## src/rtl/motor_pwm_gen_if.sv

```systemverilog
// motor_pwm_gen_if: control/status bundle between the register file
// (master) and one per-motor PWM generator (slave).
interface motor_pwm_gen_if;
  logic       enable;
  logic       brake;
  logic       direction;
  logic [4:0] pwm;
  logic       fault;
  logic       pwm_out;
  logic       dir_out;
  logic       brake_out;
  logic [4:0] cur_duty;
  logic       busy;

  modport master (
    output enable, brake, direction, pwm, fault,
    input  pwm_out, dir_out, brake_out, cur_duty, busy
  );

  modport slave (
    input  enable, brake, direction, pwm, fault,
    output pwm_out, dir_out, brake_out, cur_duty, busy
  );
endinterface

```

## src/rtl/motor_pwm_gen.sv

```systemverilog
// motor_pwm_gen: per-motor PWM generator driving an H-bridge.
// Duty ramps one step per RAMP_PERIODS PWM periods toward the target,
// reversals first ramp to zero, brake/fault force the bridge into brake.
// Optional build macro: PWM_FAULT_LATCH_EN makes a fault sticky until
// software drops enable while the fault input is low.
module motor_pwm_gen #(
  parameter int CLK_DIV      = 8,
  parameter int RAMP_PERIODS = 4
) (
  input  logic             clock,
  input  logic             reset_n,
  motor_pwm_gen_if.slave   bus
);

  localparam int PS_W   = (CLK_DIV > 1) ? $clog2(CLK_DIV) : 1;
  localparam int RAMP_W = (RAMP_PERIODS > 1) ? $clog2(RAMP_PERIODS) : 1;
  localparam logic [PS_W-1:0]   PS_MAX   = PS_W'(CLK_DIV - 1);
  localparam logic [RAMP_W-1:0] RAMP_MAX = RAMP_W'(RAMP_PERIODS - 1);

  typedef enum logic [1:0] {
    IDLE    = 2'd0,
    RUN     = 2'd1,
    REVERSE = 2'd2,
    BRAKE   = 2'd3
  } state_t;

  state_t              state_reg, state_next;
  logic [1:0]          rst_sync_reg;
  logic                rst_n_sync;
  logic [PS_W-1:0]     prescaler_reg, prescaler_next;
  logic [4:0]          cnt_reg, cnt_next;
  logic [RAMP_W-1:0]   ramp_reg, ramp_next;
  logic [4:0]          duty_reg, duty_next, step_duty;
  logic                dir_reg, dir_next;
  logic                brake_out_reg, brake_out_next;
  logic                pwm_out_reg, pwm_out_next;
  logic                tick, boundary;
  logic                fault_active, go_brake;
  logic                reversal_pending;
  logic [4:0]          eff_target;

  // Reset asserts immediately and releases two clocks after reset_n rises.
  always_ff @(posedge clock or negedge reset_n) begin
    if (!reset_n) rst_sync_reg <= 2'b00;
    else          rst_sync_reg <= {rst_sync_reg[0], 1'b1};
  end
  assign rst_n_sync = rst_sync_reg[1];

`ifdef PWM_FAULT_LATCH_EN
  logic fault_latch_reg;

  // Sticky fault: held until enable is dropped with the fault input low.
  always_ff @(posedge clock or negedge rst_n_sync) begin
    if (!rst_n_sync)      fault_latch_reg <= 1'b0;
    else if (bus.fault)   fault_latch_reg <= 1'b1;
    else if (!bus.enable) fault_latch_reg <= 1'b0;
  end
  // Raw fault is ORed in so the first fault clock already brakes.
  assign fault_active = bus.fault | fault_latch_reg;
`else
  assign fault_active = bus.fault;
`endif

  assign go_brake = bus.brake | fault_active;
  assign tick     = (prescaler_reg == PS_MAX);
  assign boundary = tick && (cnt_reg == 5'd31);

  assign reversal_pending = (state_reg == REVERSE) ||
                            ((state_reg == RUN) && (bus.direction != dir_reg));
  assign eff_target = (!bus.enable || reversal_pending) ? 5'd0 : bus.pwm;

  // Next-state and datapath: brake dominates, otherwise ramp/reverse per state.
  always_comb begin
    state_next     = state_reg;
    prescaler_next = tick ? '0 : prescaler_reg + 1'b1;
    cnt_next       = tick ? cnt_reg + 5'd1 : cnt_reg;
    ramp_next      = ramp_reg;
    step_duty      = duty_reg;
    dir_next       = dir_reg;
    brake_out_next = brake_out_reg;

    // Ramp counter steps duty toward the effective target, never past it.
    if (boundary) begin
      if (ramp_reg == RAMP_MAX) begin
        ramp_next = '0;
        if (duty_reg < eff_target)      step_duty = duty_reg + 5'd1;
        else if (duty_reg > eff_target) step_duty = duty_reg - 5'd1;
      end else begin
        ramp_next = ramp_reg + 1'b1;
      end
    end
    duty_next = step_duty;

    if (go_brake) begin
      state_next     = BRAKE;
      duty_next      = 5'd0;
      brake_out_next = 1'b1;
      prescaler_next = '0;
      cnt_next       = 5'd0;
      ramp_next      = '0;
    end else begin
      case (state_reg)
        IDLE: begin
          // Duty is zero here, so the direction can be taken over safely.
          if (bus.enable) begin
            state_next = RUN;
            dir_next   = bus.direction;
          end else if (boundary) begin
            dir_next = bus.direction;
          end
        end
        RUN: begin
          if (bus.direction != dir_reg)        state_next = REVERSE;
          else if (!bus.enable && duty_reg == 5'd0) state_next = IDLE;
        end
        REVERSE: begin
          // Flip only on the boundary where the applied duty becomes zero.
          if (bus.direction == dir_reg) begin
            state_next = RUN;
          end else if (boundary && step_duty == 5'd0) begin
            dir_next   = bus.direction;
            state_next = RUN;
          end
        end
        BRAKE: begin
          state_next     = IDLE;
          brake_out_next = 1'b0;
        end
        default: state_next = IDLE;
      endcase
    end

    pwm_out_next = (state_next != BRAKE) && (cnt_reg < duty_reg);
  end

  // State and datapath registers.
  always_ff @(posedge clock or negedge rst_n_sync) begin
    if (!rst_n_sync) begin
      state_reg     <= IDLE;
      prescaler_reg <= '0;
      cnt_reg       <= 5'd0;
      ramp_reg      <= '0;
      duty_reg      <= 5'd0;
      dir_reg       <= 1'b0;
      brake_out_reg <= 1'b0;
      pwm_out_reg   <= 1'b0;
    end else begin
      state_reg     <= state_next;
      prescaler_reg <= prescaler_next;
      cnt_reg       <= cnt_next;
      ramp_reg      <= ramp_next;
      duty_reg      <= duty_next;
      dir_reg       <= dir_next;
      brake_out_reg <= brake_out_next;
      pwm_out_reg   <= pwm_out_next;
    end
  end

  assign bus.pwm_out   = pwm_out_reg;
  assign bus.dir_out   = dir_reg;
  assign bus.brake_out = brake_out_reg;
  assign bus.cur_duty  = duty_reg;
  // Held low during reset so every output reads zero.
  assign bus.busy      = rst_n_sync & ((duty_reg != eff_target) | reversal_pending);

endmodule

```

## src/flat_wrapper.sv

```systemverilog
// flat-port wrapper written by rule: the top's interface ports become plain ports
module motor_pwm_gen_flat 
#(
  parameter int CLK_DIV      = 8,
  parameter int RAMP_PERIODS = 4
)
  (clock, reset_n, bus_enable, bus_brake, bus_direction, bus_pwm, bus_fault, bus_pwm_out, bus_dir_out, bus_brake_out, bus_cur_duty, bus_busy);
  motor_pwm_gen_if bus_i ();
  input  logic clock;
  input  logic reset_n;
  input wire logic [$bits(bus_i.enable)-1:0] bus_enable;
  input wire logic [$bits(bus_i.brake)-1:0] bus_brake;
  input wire logic [$bits(bus_i.direction)-1:0] bus_direction;
  input wire logic [$bits(bus_i.pwm)-1:0] bus_pwm;
  input wire logic [$bits(bus_i.fault)-1:0] bus_fault;
  output wire logic [$bits(bus_i.pwm_out)-1:0] bus_pwm_out;
  output wire logic [$bits(bus_i.dir_out)-1:0] bus_dir_out;
  output wire logic [$bits(bus_i.brake_out)-1:0] bus_brake_out;
  output wire logic [$bits(bus_i.cur_duty)-1:0] bus_cur_duty;
  output wire logic [$bits(bus_i.busy)-1:0] bus_busy;
  assign bus_i.enable = bus_enable;
  assign bus_i.brake = bus_brake;
  assign bus_i.direction = bus_direction;
  assign bus_i.pwm = bus_pwm;
  assign bus_i.fault = bus_fault;
  assign bus_pwm_out = bus_i.pwm_out;
  assign bus_dir_out = bus_i.dir_out;
  assign bus_brake_out = bus_i.brake_out;
  assign bus_cur_duty = bus_i.cur_duty;
  assign bus_busy = bus_i.busy;
  motor_pwm_gen #(.CLK_DIV(CLK_DIV), .RAMP_PERIODS(RAMP_PERIODS)) u_core (.clock(clock), .reset_n(reset_n), .bus(bus_i));
endmodule
```

## config.mk

```make
export PLATFORM = sky130hd
export DESIGN_NAME = motor_pwm_gen_flat
export DESIGN_NICKNAME = d
export VERILOG_FILES = /design/src/rtl/motor_pwm_gen_if.sv /design/src/rtl/motor_pwm_gen.sv /design/src/flat_wrapper.sv
export SDC_FILE = /design/constraint.sdc
export NUM_CORES = 1
export LEC_CHECK = 0
export CAP_MARGIN = 10
export CORE_UTILIZATION = 28
export DETAILED_ROUTE_END_ITERATION = 8
export SLEW_MARGIN = 10
export SYNTH_ARGS = -nofsm -noshare
export SYNTH_HDL_FRONTEND = slang
export SYNTH_SLANG_ARGS = --single-unit
export TNS_END_PERCENT = 30
```

## constraint.sdc

```tcl
create_clock -name clock -period 2.9 [get_ports clock]
set_input_delay 0.58 -clock clock [delete_from_list [all_inputs] [get_ports clock]]
set_output_delay 0.58 -clock clock [all_outputs]
set_load 0.03 [all_outputs]
```

==> impl_metrics.tcl <==
set metrics [dict create \
    status "complete, but fails checks" \
    failed_checks "setup timing" \
    synth_cell_type_count 48 \
    syn_to_final_growth_pct 40.00 \
    synthFlopType "dfrtp_1" \
    worst_path_largest_cell_delay_ns 0.43 \
    antenna_cells 0 \
    drive_above_1_share_pct 27.50 \
    syn_inst 156 \
    ios 20 \
    crit_required_ns 3.07 \
    netlist_top_cells_area "dfrtp_1 (37%), ha_1 (14%), nor2_1 (4.0%)" \
    hp-class "flip-flop to async pin" \
    initial_utilization_pct 29.09 \
    pre_cts_slack_ns -1.060 \
    fin_crit_ns 3.236 \
    drt-wirelength-per-cell_um 12.68 \
    dieArea_mm2 0.005636 \
    die_x_um 75.08 \
    grt_pass1_wl_um 5940 \
    arrival_ns 3.41 \
    io_buffers 19 \
    clock_latency_ns 0.27 \
    antenna_found_initial 0 \
    nets 229 \
    cts_buffer_depth 2 \
    crit_fanout 5 \
    grt_start_max_net_pins 22 \
    powerDensity_mw_per_mm2 346.4 \
    fin_skew_ns 0.003903 \
    synth_area_per_cell_um2 9.585 \
    grt_pass1_vias 1340 \
    drc 0 \
    fin_setup_tns_ns -0.8763 \
    period_share_pct 111.6 \
    yosysTopAreaCellShare_pct 36.82 \
    cp-end-kind "flip-flop" \
    ant_nets 0 \
    hold_viol 0 \
    dr.pass1.iters 4 \
    finalMaxSlewViolations 0 \
    clkSlewWorstSetupHoldPaths_ns 0.09 \
    fp.dieH_um 75.08 \
    syn_nets 184 \
    hold_buffers 0 \
    drv_cap 0 \
    async_flop_share_pct 100.0 \
    wirelength_um 3423 \
    slowest_stage "dfrtp_2" \
    power_uw 725.0 \
    track_usage_pct 14.10 \
    place.gp.congestion 0.8017 \
    htree_levels 1 \
    fmax_mhz 309.0 \
    viasPerCell 4.722 \
    clkSinkCount 22 \
    leakage_nw 0.9044 \
    netlist_area_mm2 0.001495 \
    synth_most_common_cell "dfrtp_1" \
    synth_edf_count 0 \
    yosys_warnings 0 \
    dpl.hpwl_um 2567 \
    via_count 1275 \
    rows 26 \
    crit_type "flip-flop to flip-flop" \
    setup_violations 4 \
    yosys-top-cells-count "dfrtp_1 (22), ha_1 (17), nor2_1 (16)" \
    initialDrtViolationCount 33 \
    ys_ff_latch 22 \
    cts_inserted_buffers 3 \
    path_cells "xor2_2, nand2_2, o21ai_4, nor2_4, nand2_1, ha_4, and4_2, nand2_1, o2111a_1, or3_4, a221o_1, or3_4, o311ai_4" \
    utilization_pct 40.73 \
    cts_tree "yes" \
    cts.root.buffer_cell "clkbuf_8" \
    rsz0062_at_grt "yes" \
    core_mm2 0.005140 \
    startpoint_type "flip-flop" \
    yosys.area.top_type "dfrtp_1" \
    ir_worst_vdd_uv 149.7 \
    yosysSeqAreaShare_pct 36.82 \
    setup_ws_ns -0.3359 \
    overflow 0 \
]
-- layout by cell type, fill, tap and decap left out, types with 3 or more instances in the layout --
| cell | synthesis | routed |
|---|---|---|
| inv_1 | 10 | 9 |
| nand2_2 | 0 | 3 |
| xnor2_1 | 4 | 4 |
| o21ai_0 | 6 | 5 |
| ha_1 | 17 | 13 |
| a21oi_1 | 4 | 4 |
| dfrtp_1 | 22 | 21 |
| nand2_1 | 15 | 12 |
| buf_4 | 0 | 25 |
| clkbuf_8 | 0 | 3 |
| ha_4 | 0 | 3 |
| nand4_1 | 4 | 4 |
| nor3_1 | 4 | 3 |
| and2_1 | 6 | 6 |
| nor2_1 | 16 | 14 |
| clkdlybuf4s50_1 | 0 | 16 |
-- worst paths after layout --
check | startpoint | to | slack, ns | cells past startpoint
hold / removal | u_core.rst_sync_reg[1] | u_core.ramp_reg[0] | 0.21 | 1
max in group asynchronous | reset_n | u_core.rst_sync_reg[1] | 2.33 | 1
setup reg to reg | u_core.bus.dir_out | u_core.state_reg[0] | -0.34 | 13
hold reg to reg | u_core.rst_sync_reg[1] | u_core.ramp_reg[0] | 0.21 | 1
min in group clock | u_core.rst_sync_reg[0] | u_core.rst_sync_reg[1] | 0.36 | 0
setup / recovery | u_core.bus.dir_out | u_core.state_reg[0] | -0.34 | 13
-- kinds of logic after synthesis --
| family | count (synthesis) | share of synthesized area [%] |
|---|---|---|
| AO/OA/AOI/OAI | 32 | 17.74 |
| XOR/XNOR | 7 | 4.100 |
| adder cells (fa/ha/maj) | 17 | 14.23 |
| buffers and inverters | 13 | 4.268 |
| flip-flops | 22 | 36.82 |
| multiplexers | 2 | 1.339 |
| other | 1 | 0.2508 |
| AND/OR/NAND/NOR | 62 | 21.26 |
-- per-layer routing --
metal	part of all wire, %	routed length, µm	track usage, %	vias to the layer above
li1	-	-	-	647
met1	47	1606	17.56	603
met2	47	1619	23.72	21
met3	3.8	131	2.410	4
met4	1.9	65	6.709	0
met5	0	0	0	-
-- repair_timing --
item	in CTS	in global routing
buffers inserted	2	0
setup endpoints to repair	7	4
gates resized for setup	14	5
pin swaps	16	13
-- cell type report --
class	instances	area, µm²
Fill cell	542	3047
Multi-Input combinational cell	121	977.2
Sequential cell	22	551.8
Timing Repair Buffer	43	367.9
Tap cell	70	87.58
Clock buffer	3	41.29
Inverter	10	37.54
Clock inverter	1	30.03
-- where the power goes --
| part | internal [mW] | switching (mW) | total, mW |
|---|---|---|---|
| Sequential | 0.312 | 0.00423 | 0.316 |
| Clock | 0.185 | 0.111 | 0.296 |
| Combinational | 0.0555 | 0.0575 | 0.113 |
-- per-stage QoR --
step	instance area (µm²)	hold WS (ns)	instances
floorplan	1526	0.2625	156
global placement	1941	0.2133	264
detailed placement	1941	0.2222	264
CTS	2076	0.2253	270
global route	2093	0.2536	270
finish	2093	0.2116	270
-- critical path: cells and delay by family, from the launching register on --
kind / cells / cell delay (ns)
AOI/OAI and AO/OA: 4 / 0.84
DFF: 1 / 0.43
xor gates and xnor gates: 1 / 0.16
adders and majority gates: 1 / 0.29
and+or+nand+nor: 7 / 1.43
Power figures use the tool's default switching activity.
